--- src/rtl/seq_det_pkg.sv ---
// Shared constants and types for the parameterised sequence detector.
package seq_det_pkg;

    // Default geometry of the detector.
    localparam int unsigned SYM_W_DEF   = 8;
    localparam int unsigned MAX_LEN_DEF = 8;
    localparam int unsigned CNT_W_DEF   = 16;

    // Detection mode, sampled from the overlap input on each accepted symbol.
    typedef enum logic {
        NONOVERLAP = 1'b0,
        OVERLAP    = 1'b1
    } mode_e;

endpackage : seq_det_pkg

--- src/rtl/seq_window_cmp.sv ---
// Combinational masked compare of the symbol window against the pattern.
// window_i[0] is the newest symbol; pattern_i[0] is the first pattern symbol,
// so window_i[k] lines up with pattern_i[len-1-k] for k < len.
module seq_window_cmp #(
    parameter int unsigned SYM_W   = 8,
    parameter int unsigned MAX_LEN = 8
) (
    input  logic [MAX_LEN-1:0][SYM_W-1:0]    window_i,
    input  logic [MAX_LEN-1:0][SYM_W-1:0]    pattern_i,
    input  logic [$clog2(MAX_LEN+1)-1:0]     len_i,
    output logic                             hit_o
);

    localparam int unsigned IW = $clog2(MAX_LEN);

    int unsigned len_u;

    assign len_u = 32'(len_i);

    // Hit when len is usable and every one of the newest len symbols matches.
    always_comb begin
        hit_o = (len_u != 0) && (len_u <= MAX_LEN);
        for (int unsigned k = 0; k < MAX_LEN; k++) begin
            if (k < len_u) begin
                if (window_i[IW'(k)] != pattern_i[IW'(len_u - 1 - k)]) begin
                    hit_o = 1'b0;
                end
            end
        end
    end

endmodule : seq_window_cmp

--- src/rtl/seq_detect_param.sv ---
// Programmable symbol-sequence detector with overlap/non-overlap modes,
// registered match pulse and a saturating match counter.
module seq_detect_param
    import seq_det_pkg::*;
#(
    parameter int unsigned SYM_W   = SYM_W_DEF,
    parameter int unsigned MAX_LEN = MAX_LEN_DEF,
    parameter int unsigned CNT_W   = CNT_W_DEF
) (
    input  logic                          clk,
    input  logic                          rst,
    input  logic                          valid,
    input  logic [SYM_W-1:0]              data_in,
    input  logic                          overlap,
    input  logic                          cfg_we,
    input  logic [$clog2(MAX_LEN)-1:0]    cfg_idx,
    input  logic [SYM_W-1:0]              cfg_sym,
    input  logic [$clog2(MAX_LEN+1)-1:0]  cfg_len,
    output logic                          seq_dec,
    output logic [CNT_W-1:0]              match_cnt
);

    localparam int unsigned LW = $clog2(MAX_LEN+1);

    // History (index 0 = newest) and pattern (index 0 = first symbol).
    logic [MAX_LEN-1:0][SYM_W-1:0] hist_q, hist_d;
    logic [MAX_LEN-1:0][SYM_W-1:0] pat_q, pat_d;
    logic [MAX_LEN-1:0][SYM_W-1:0] hist_shift;
    logic [LW-1:0]                 len_q, len_d;
    logic [LW-1:0]                 fill_q, fill_d;
    logic [LW-1:0]                 fill_inc;
    logic                          dec_q, dec_d;
    logic [CNT_W-1:0]              cnt_q, cnt_d;
    logic                          accept;
    logic                          hit;
    logic                          match;
    mode_e                         mode;

    // A symbol is taken only when no configuration write is in progress.
    assign accept     = valid & ~cfg_we;
    assign mode       = mode_e'(overlap);
    assign hist_shift = {hist_q[MAX_LEN-2:0], data_in};
    assign fill_inc   = (fill_q == LW'(MAX_LEN)) ? fill_q : fill_q + LW'(1);

    // The compare looks at the window as it will be once this symbol is in.
    seq_window_cmp #(
        .SYM_W   (SYM_W),
        .MAX_LEN (MAX_LEN)
    ) u_cmp (
        .window_i  (hist_shift),
        .pattern_i (pat_q),
        .len_i     (len_q),
        .hit_o     (hit)
    );

    assign match = accept & hit & (fill_inc >= len_q);

    // Next-state: configuration writes, symbol acceptance and match handling.
    always_comb begin
        hist_d = hist_q;
        pat_d  = pat_q;
        len_d  = len_q;
        fill_d = fill_q;
        cnt_d  = cnt_q;
        dec_d  = 1'b0;
        if (cfg_we) begin
            if (32'(cfg_idx) < MAX_LEN) begin
                pat_d[cfg_idx] = cfg_sym;
            end
            len_d  = cfg_len;
            fill_d = '0;
        end else if (valid) begin
            hist_d = hist_shift;
            fill_d = fill_inc;
            if (match) begin
                dec_d = 1'b1;
                if (cnt_q != '1) begin
                    cnt_d = cnt_q + CNT_W'(1);
                end
                // Non-overlapping: the matched symbols may not be reused.
                if (mode == NONOVERLAP) begin
                    fill_d = '0;
                end
            end
        end
    end

    // State registers with synchronous reset taking priority over all inputs.
    always_ff @(posedge clk) begin
        if (rst) begin
            hist_q <= '0;
            pat_q  <= '0;
            len_q  <= '0;
            fill_q <= '0;
            dec_q  <= 1'b0;
            cnt_q  <= '0;
        end else begin
            hist_q <= hist_d;
            pat_q  <= pat_d;
            len_q  <= len_d;
            fill_q <= fill_d;
            dec_q  <= dec_d;
            cnt_q  <= cnt_d;
        end
    end

    assign seq_dec   = dec_q;
    assign match_cnt = cnt_q;

endmodule : seq_detect_param
--- config.mk ---
export PLATFORM = sky130hd
export DESIGN_NAME = seq_detect_param
export DESIGN_NICKNAME = d
export VERILOG_FILES = /design/src/rtl/seq_det_pkg.sv /design/src/rtl/seq_window_cmp.sv /design/src/rtl/seq_detect_param.sv
export SDC_FILE = /design/constraint.sdc
export NUM_CORES = 1
export LEC_CHECK = 0
export CORE_MARGIN = 2
export CORE_UTILIZATION = 61
export CTS_CLUSTER_SIZE = 28
export DETAILED_ROUTE_END_ITERATION = 12
export GPL_ROUTABILITY_DRIVEN = 0
export PLACE_DENSITY = 0.81
export SLEW_MARGIN = 20
export SYNTH_ARGS = -nofsm -noshare
export SYNTH_HDL_FRONTEND = slang
export SYNTH_SLANG_ARGS = --single-unit
--- constraint.sdc ---
create_clock -name clk -period 5.58 [get_ports clk]
set_clock_uncertainty 0.1 [all_clocks]
set_input_delay 1.116 -clock clk [delete_from_list [all_inputs] [get_ports clk]]
set_output_delay 1.116 -clock clk [all_outputs]
set_load 0.1 [all_outputs]
==> qor.txt, run 1 <==
# Post-CTS Setup Buffers = 0
Core area = 0.0146 mm2
CTS tree = built
Post-Syn Instances = 1019
Worst Path Max Fanout = 34
Setup CP Type = reg -> reg
Met1 wire length = 10600 um
IR drop worst, VDD = 0.255 mV
Status = finished clean
Pin count of the biggest net entering global routing = 93
Initial antenna violation count = 0
Pwr Density = 268 mW/mm2
PortBufs = 44
Post-synthesis net count = 1058
Leakage power = 3.29 nW
Via Count = 7938
Asr flop ratio synth = 0%
Worst Tran Pin Value = 0.984 ns
Hold Path Origin = hist_q[55]
Critical R2R Capture = match_cnt[13]
Unrepaired setup endpoints after global routing = false
Post-synth top area share = 31.8%
Crit. Startpoint = len_q[1]
Final min period = 4.70 ns
CP arrival = 4.95 ns
Post-synth EDFFs = 0
GRT Total Usage = 31.8%
CTS resizes = 0
CP endpoint kind = flip-flop
Slew headroom = 34.2%
Routed length on met3 = 1900 um
Synthesis warning total = 0
Worst hold path class = reg -> reg
Cell taking the most area after synthesis = dfxtp_1
First-pass DRT Iterations = 8
Final Cycle Share = 84.2%
R2R setup slack = 0.88 ns
Synth unique cells = 48
Global route overflow = 0
Top sig layer = met4
Worst Path Required = 5.83 ns
Post-synthesis sequential area ratio = 31.8%
CTS Sinks = 145
Total I/O pin count = 45
H-Tree Depth = 4
Initial drt markers = 952
Syn_area_per_cell = 8.95 um2
First-pass GRT wire length = 39500 um
Routed Antenna Nets = 0
Total wire length = 25000 um
Root buffer cell = clkbuf_16
DP HPWL = 17800 um
Setup_tns = 0 ns
CTS Buf Count = 17
Die X = 126 um
Cts hold-fix bufs = 0
Max_cap viols = 0
Die ar. = 0.0159 mm2
Startpoint types = flip-flop
Top FF cell, synth = dfxtp_1
Clk pin slew, worst setup/hold paths = 0.06 ns
Final Hold Fails = 0
Starting Density = 62.5%
Hold worst-path end = hist_q[55]
Reg2Reg Launch Point = len_q[1]
Top cells by area, synth = dfxtp_1, mux4_2, nand2_1
CTS Buffer Depth = 2
Proportion of layout cells with a drive suffix above 1 = 12.6%
Chip height = 126 um
Met2 routed WL = 11700 um
Number of cells on the worst hold path = 2
Avg WL per Cell = 20.5 um
Vias in the first global route = 7300
Final Slew Violations = 0
Area growth syn-to-layout = 12.4%
Yosys reg bits = 145
Drt via density = 6.51
Rows = 44
Mapped Area = 0.00912 mm2
Endpoints failing setup = 0
R2R cell count = 13
Design Power = 2.75 mW
# DRC = 0
Worst skew pair latency = 0.43 ns
Fmax = 0.213 GHz
Layout filler cell count = 1125
Nets@finish = 1062
# diodes = 0
per-stage QoR:
| stage | hold slack [ns] | instances | area, um2 | setup slack (ns) | utilization [%] |
|---|---|---|---|---|---|
| floorplan | 0.348 | 1019 | 9120 | 1.01 | - |
| global placement | 0.359 | 1187 | 9560 | 1.18 | 65.5 |
| detailed placement | 0.372 | 1187 | 9560 | 1.02 | 65.5 |
| CTS | 0.380 | 1219 | 10200 | 0.965 | 70.0 |
| global route | 0.401 | 1220 | 10200 | 0.564 | 70.2 |
| finish | 0.378 | 1220 | 10200 | 0.883 | 70.2 |
layout by cell type, fill, tap and decap left out, drive strengths merged, types with 5 or more instances in the layout:
cell	instances
nand2	257
dfxtp	145
a21oi	143
xnor2	71
mux2i	66
mux4	66
clkdlybuf4s50	43
clkbuf	20
nor2	18
nand3	17
nor4	16
inv	14
o31ai	13
nand2b	13
nor2b	13
buf	13
nand4	12
or4	11
ha	11
mux2	9
nor3	9
bufinv	5
logic make-up after synthesis:
group	count (synthesis)	share of synthesized area (%)
compound gates	184	11.2
xor+xnor	76	7.60
fa+ha+maj	11	1.51
buf+inv	82	4.30
flops	145	31.8
mux	141	24.7
simple gates	380	18.9
layout make-up:
type	instances	area (um2)	area share, %
Clock buffer	20	447	4.36
Clock inverter	12	203	1.98
Inverter	11	41.3	0.403
Multi-Input combinational cell	792	5860	57.2
Sequential cell	145	2910	28.4
Tap cell	184	230	2.25
Timing Repair Buffer	56	561	5.47
cells in the mapped netlist, drive strengths merged, types with 4 or more instances:
| cell | number |
|---|---|
| buf | 40 |
| ha | 11 |
| mux4 | 66 |
| o21ai | 4 |
| mux2 | 9 |
| o31ai | 13 |
| nor3 | 9 |
| inv | 11 |
| nand2b | 13 |
| xnor2 | 71 |
| or4 | 11 |
| a21oi | 143 |
| or3 | 4 |
| o211ai | 4 |
| nor4 | 16 |
| nand4 | 12 |
| clkbuf | 31 |
| nor2b | 13 |
| dfxtp | 145 |
| a211oi | 4 |
| nand2 | 257 |
| nor2 | 18 |
| nand3 | 17 |
| mux2i | 66 |
| o22ai | 4 |
where the power goes:
part	switching (mW)	internal, mW	leakage [nW]	total [mW]
Sequential	0.0253	1.05	1.17	1.08
Combinational	0.223	0.177	1.80	0.400
Clock	0.464	0.809	0.315	1.27
per-layer routing:
metal / vias up / track usage [%]
met4: 0 / 12.7
met3: 53 / 5.78
li1: 3646 / -
met5: - / 0
met2: 401 / 49.2
met1: 3838 / 44.4
worst max-delay path by stage:
stage / end / slack (ns) / cells past startpoint
after global placement: match_cnt[3] / 1.18 / 13
after detailed placement: match_cnt[10] / 1.02 / 13
after floorplan: match_cnt[14] / 1.01 / 20
after CTS: match_cnt[13] / 0.97 / 13
final: match_cnt[13] / 0.88 / 13
after global routing: match_cnt[10] / 0.56 / 13
registers in the layout, indices dropped and copies added (netlist names):
register	count
len_q	4
pat_q	64
fill_q	4
seq_dec	1
hist_q	56
match_cnt	16
critical path: stages, from the launching register on:
cell and delay (ns):
dfxtp_1 0.37, inv_1 0.16, ha_4 0.64, xnor3_1 0.50, buf_4 0.30, mux2i_1 0.25, xnor2_1 0.10, nor4_2 0.40
nand4_1 0.21, o31ai_1 0.47, nand4_1 0.21, buf_4 0.27, or4_1 0.48, a21oi_1 0.16
Power figures use the tool's default switching activity.
==> run 2: changes to the inputs <==
--- a/config.mk
+++ b/config.mk
@@ -6,11 +6,11 @@
 export NUM_CORES = 1
 export LEC_CHECK = 0
 export CORE_MARGIN = 2
-export CORE_UTILIZATION = 61
+export CORE_UTILIZATION = 55
 export CTS_CLUSTER_SIZE = 28
 export DETAILED_ROUTE_END_ITERATION = 12
 export GPL_ROUTABILITY_DRIVEN = 0
-export PLACE_DENSITY = 0.81
+export PLACE_DENSITY = 0.77
 export SLEW_MARGIN = 20
 export SYNTH_ARGS = -nofsm -noshare
 export SYNTH_HDL_FRONTEND = slang
==> constraint.sdc (replaced) <==
create_clock -name clk -period 4.3 [get_ports clk]
set_clock_uncertainty 0.1 [all_clocks]
set_input_delay 0.86 -clock clk [delete_from_list [all_inputs] [get_ports clk]]
set_output_delay 0.86 -clock clk [all_outputs]
set_load 0.1 [all_outputs]
==> run 2 against run 1 <==
Hold slack worse by 0.0038 ns. Largest power group unchanged. Final cell count is 4.8% higher. Sequential share of layout area down 0.58 points. Highest routed layer unchanged. Non-clock buffer count is 22 higher. Fmax grew 13%. Sequential power up 30%. Power is 28% higher. Cell area up 2.1%. Clock-buffer cell count unchanged. Critical endpoint is now match_cnt[10]. Global-route usage is 3.2 points lower.
==> qor.txt, run 2 (synthesis gave the netlist of run 1 again) <==
Setup CP Type = reg -> reg
Drt via density = 6.27 (-3.6%)
Proportion of layout cells with a drive suffix above 1 = 14.8% (+2.2 points)
CTS Sinks = 145 (unchanged)
Commonest non-fill, non-tap cells in the layout = nand2_1, dfxtp_1, a21oi_1
CP cell instances = inv_1 > ha_4 > buf_4 > xnor3_1 > buf_4 > mux2i_1 > xnor2_1 > nor4_2 > nand4_1 > o41ai_4 > nand4_1 > buf_4 > or4_1 > a21oi_1
Pwr Density = 336 mW/mm2 (+25%)
Design Power = 3.52 mW (+28%)
Worst hold path class = reg -> reg
Chip height = 133 um (+5.1%)
Clk pin slew, worst setup/hold paths = 0.07 ns (about the same)
First-pass DRT Iterations = 6 (-2)
Crit path largest cell delay = 0.49 ns (-0.15 ns)
Routed Antenna Nets = 0 (unchanged)
Avg WL per Cell = 19.5 um (-4.6%)
Final Slew Violations = 0 (unchanged)
CP endpoint kind = flip-flop
Hold worst-path end = hist_q[55]
CTS Buf Count = 17 (unchanged)
Worst Tran Pin Value = 0.973 ns (-0.0107 ns)
Total wire length = 25000 um (about the same)
Die ar. = 0.0176 mm2 (+11%)
Final Util = 63.7% (-6.5 points)
Final hold slack = 0.374 ns (-0.00379 ns)
Worst Path Required = 4.56 ns (-1.27 ns)
Status = finished clean
Final Hold Fails = 0 (unchanged)
Most common cell on crit path = buf_4
Max reg flops = 64 (unchanged)
Reg2Reg Launch Point = len_q[1]
Final min period = 4.17 ns (-0.522 ns)
Slew headroom = 34.9% (+0.71 points)
Rows = 47 (+6.8%)
Startpoint types = flip-flop
Area growth syn-to-layout = 14.7%
Slowest-stage cell, CP = or4_1
PortBufs = 44 (unchanged)
Final Cycle Share = 97.1% (+13 points)
Total I/O pin count = 45 (unchanged)
Root buffer cell = clkbuf_16
Hold Path Origin = hist_q[55]
Leakage power = 3.38 nW (+2.6%)
Initial drt markers = 939 (-1.4%)
Top reg by flops = pat_q
CP arrival = 4.44 ns (-0.51 ns)
CTS tree = built
# diodes = 0 (unchanged)
Starting Density = 55.6% (-6.9 points)
Pin count of the biggest net entering global routing = 111 (+19%)
Setup_tns = 0 ns (unchanged)
Vias in the first global route = 7298 (-0.027%)
Worst Path Max Fanout = 30 (-12%)
DP HPWL = 17900 um (+0.70%)
# DRC = 0 (unchanged)
H-Tree Depth = 4 (unchanged)
IR drop worst, VDD = 0.286 mV (+12%)
R2R cell count = 14 (+1)
GRT Total Usage = 28.5% (-3.2 points)
Cells after DPL = 1241 (+4.5%)
Nets@finish = 1084 (+2.1%)
Die X = 133 um (+5.1%)
Global route overflow = 0 (unchanged)
Worst skew pair latency = 0.44 ns (about the same)
CP bufs+invs = 4 (+1)
Critical R2R Capture = match_cnt[10]
Core area = 0.0164 mm2 (+12%)
Endpoints failing setup = 0 (unchanged)
Fmax = 0.240 GHz (+13%)
First-pass GRT wire length = 39200 um (-0.61%)
Post-Layout Cell Count = 1278 (+4.8%)
Max_cap viols = 0 (unchanged)
Via Count = 8019 (+1.0%)
Number of cells on the worst hold path = 2 (unchanged)
Most common cell after layout, fill and taps aside = nand2_1
Crit path max-delay family = simple AND/OR/NAND/NOR gates
Initial antenna violation count = 0 (unchanged)
CTS Buffer Depth = 2 (unchanged)
R2R setup slack = 0.13 ns (-0.76 ns)
run 2: changes by cell type in the layout (fill, tap and decap cells not counted), moves of 2 or more:
cell       change
bufinv_16      -2
buf_4         +19
buf_12         +2
nor3_2         -2
buf_6          +2
nor3_1         +2
run 2: final cells by class:
cell class / instances / area [um2]
clock inverter: 12 / 155
sequential: 145 / 2910
fill: 1326 / 5950
inverter: 11 / 41.3
multi-input combinational: 792 / 5880
clock buffer: 20 / 457
timing repair buffer: 78 / 738
tap: 220 / 275
run 2: per-stage QoR:
step                      setup slack (ns)  area (um2)
after global placement               0.238        9770
after CTS                           0.0495       10400
after global routing               -0.0349       10500
after floorplan                     0.0193        9160
after detailed placement             0.155        9770
final                                0.125       10500
run 2: per-layer routing:
metal | wire (um) | share of wire [%] | GRT usage (%) | vias up
met5 | 0 | 0 | 0 | -
met4 | 877 | 3.5 | 12.7 | 0
met3 | 2220 | 8.9 | 5.59 | 69
met2 | 11100 | 44 | 41.2 | 411
met1 | 10800 | 43 | 41.5 | 3839
li1 | - | - | - | 3700
run 2: power by group:
group	internal (mW)	switching (mW)	total [mW]
Combinational	0.258	0.308	0.566
Clock	0.945	0.610	1.56
Sequential	1.36	0.0327	1.40
Total	2.57	0.951	3.52
run 2: worst max path at each step:
stage,startpoint,to,slack (ns),depth (start not counted)
floorplan,len_q[0],match_cnt[9],0.02,18
global placement,len_q[0],match_cnt[13],0.24,15
detailed placement,len_q[0],match_cnt[9],0.15,13
CTS,len_q[0],match_cnt[9],0.05,13
global route,len_q[1],match_cnt[4],-0.03,13
finish,len_q[1],match_cnt[10],0.13,14
run 2: repair_timing:
| item | CTS | global route |
|---|---|---|
| hold buffers | 0 | 0 |
| setup buffers | 0 | 5 |
| endpoints found under the setup margin | 0 | 14 |
| gates resized for setup | 0 | 7 |
| endpoints found under the hold margin | 0 | 0 |
run 2: worst reg2reg max path: cells and delay by family, from the launching register on:
kind	cells	cell delay [ns]
simple gates	4	1.29
buf+inv	4	0.79
compound gates	2	0.62
xor+xnor	2	0.39
flops	1	0.33
fa+ha+maj	1	0.32
mux	1	0.26
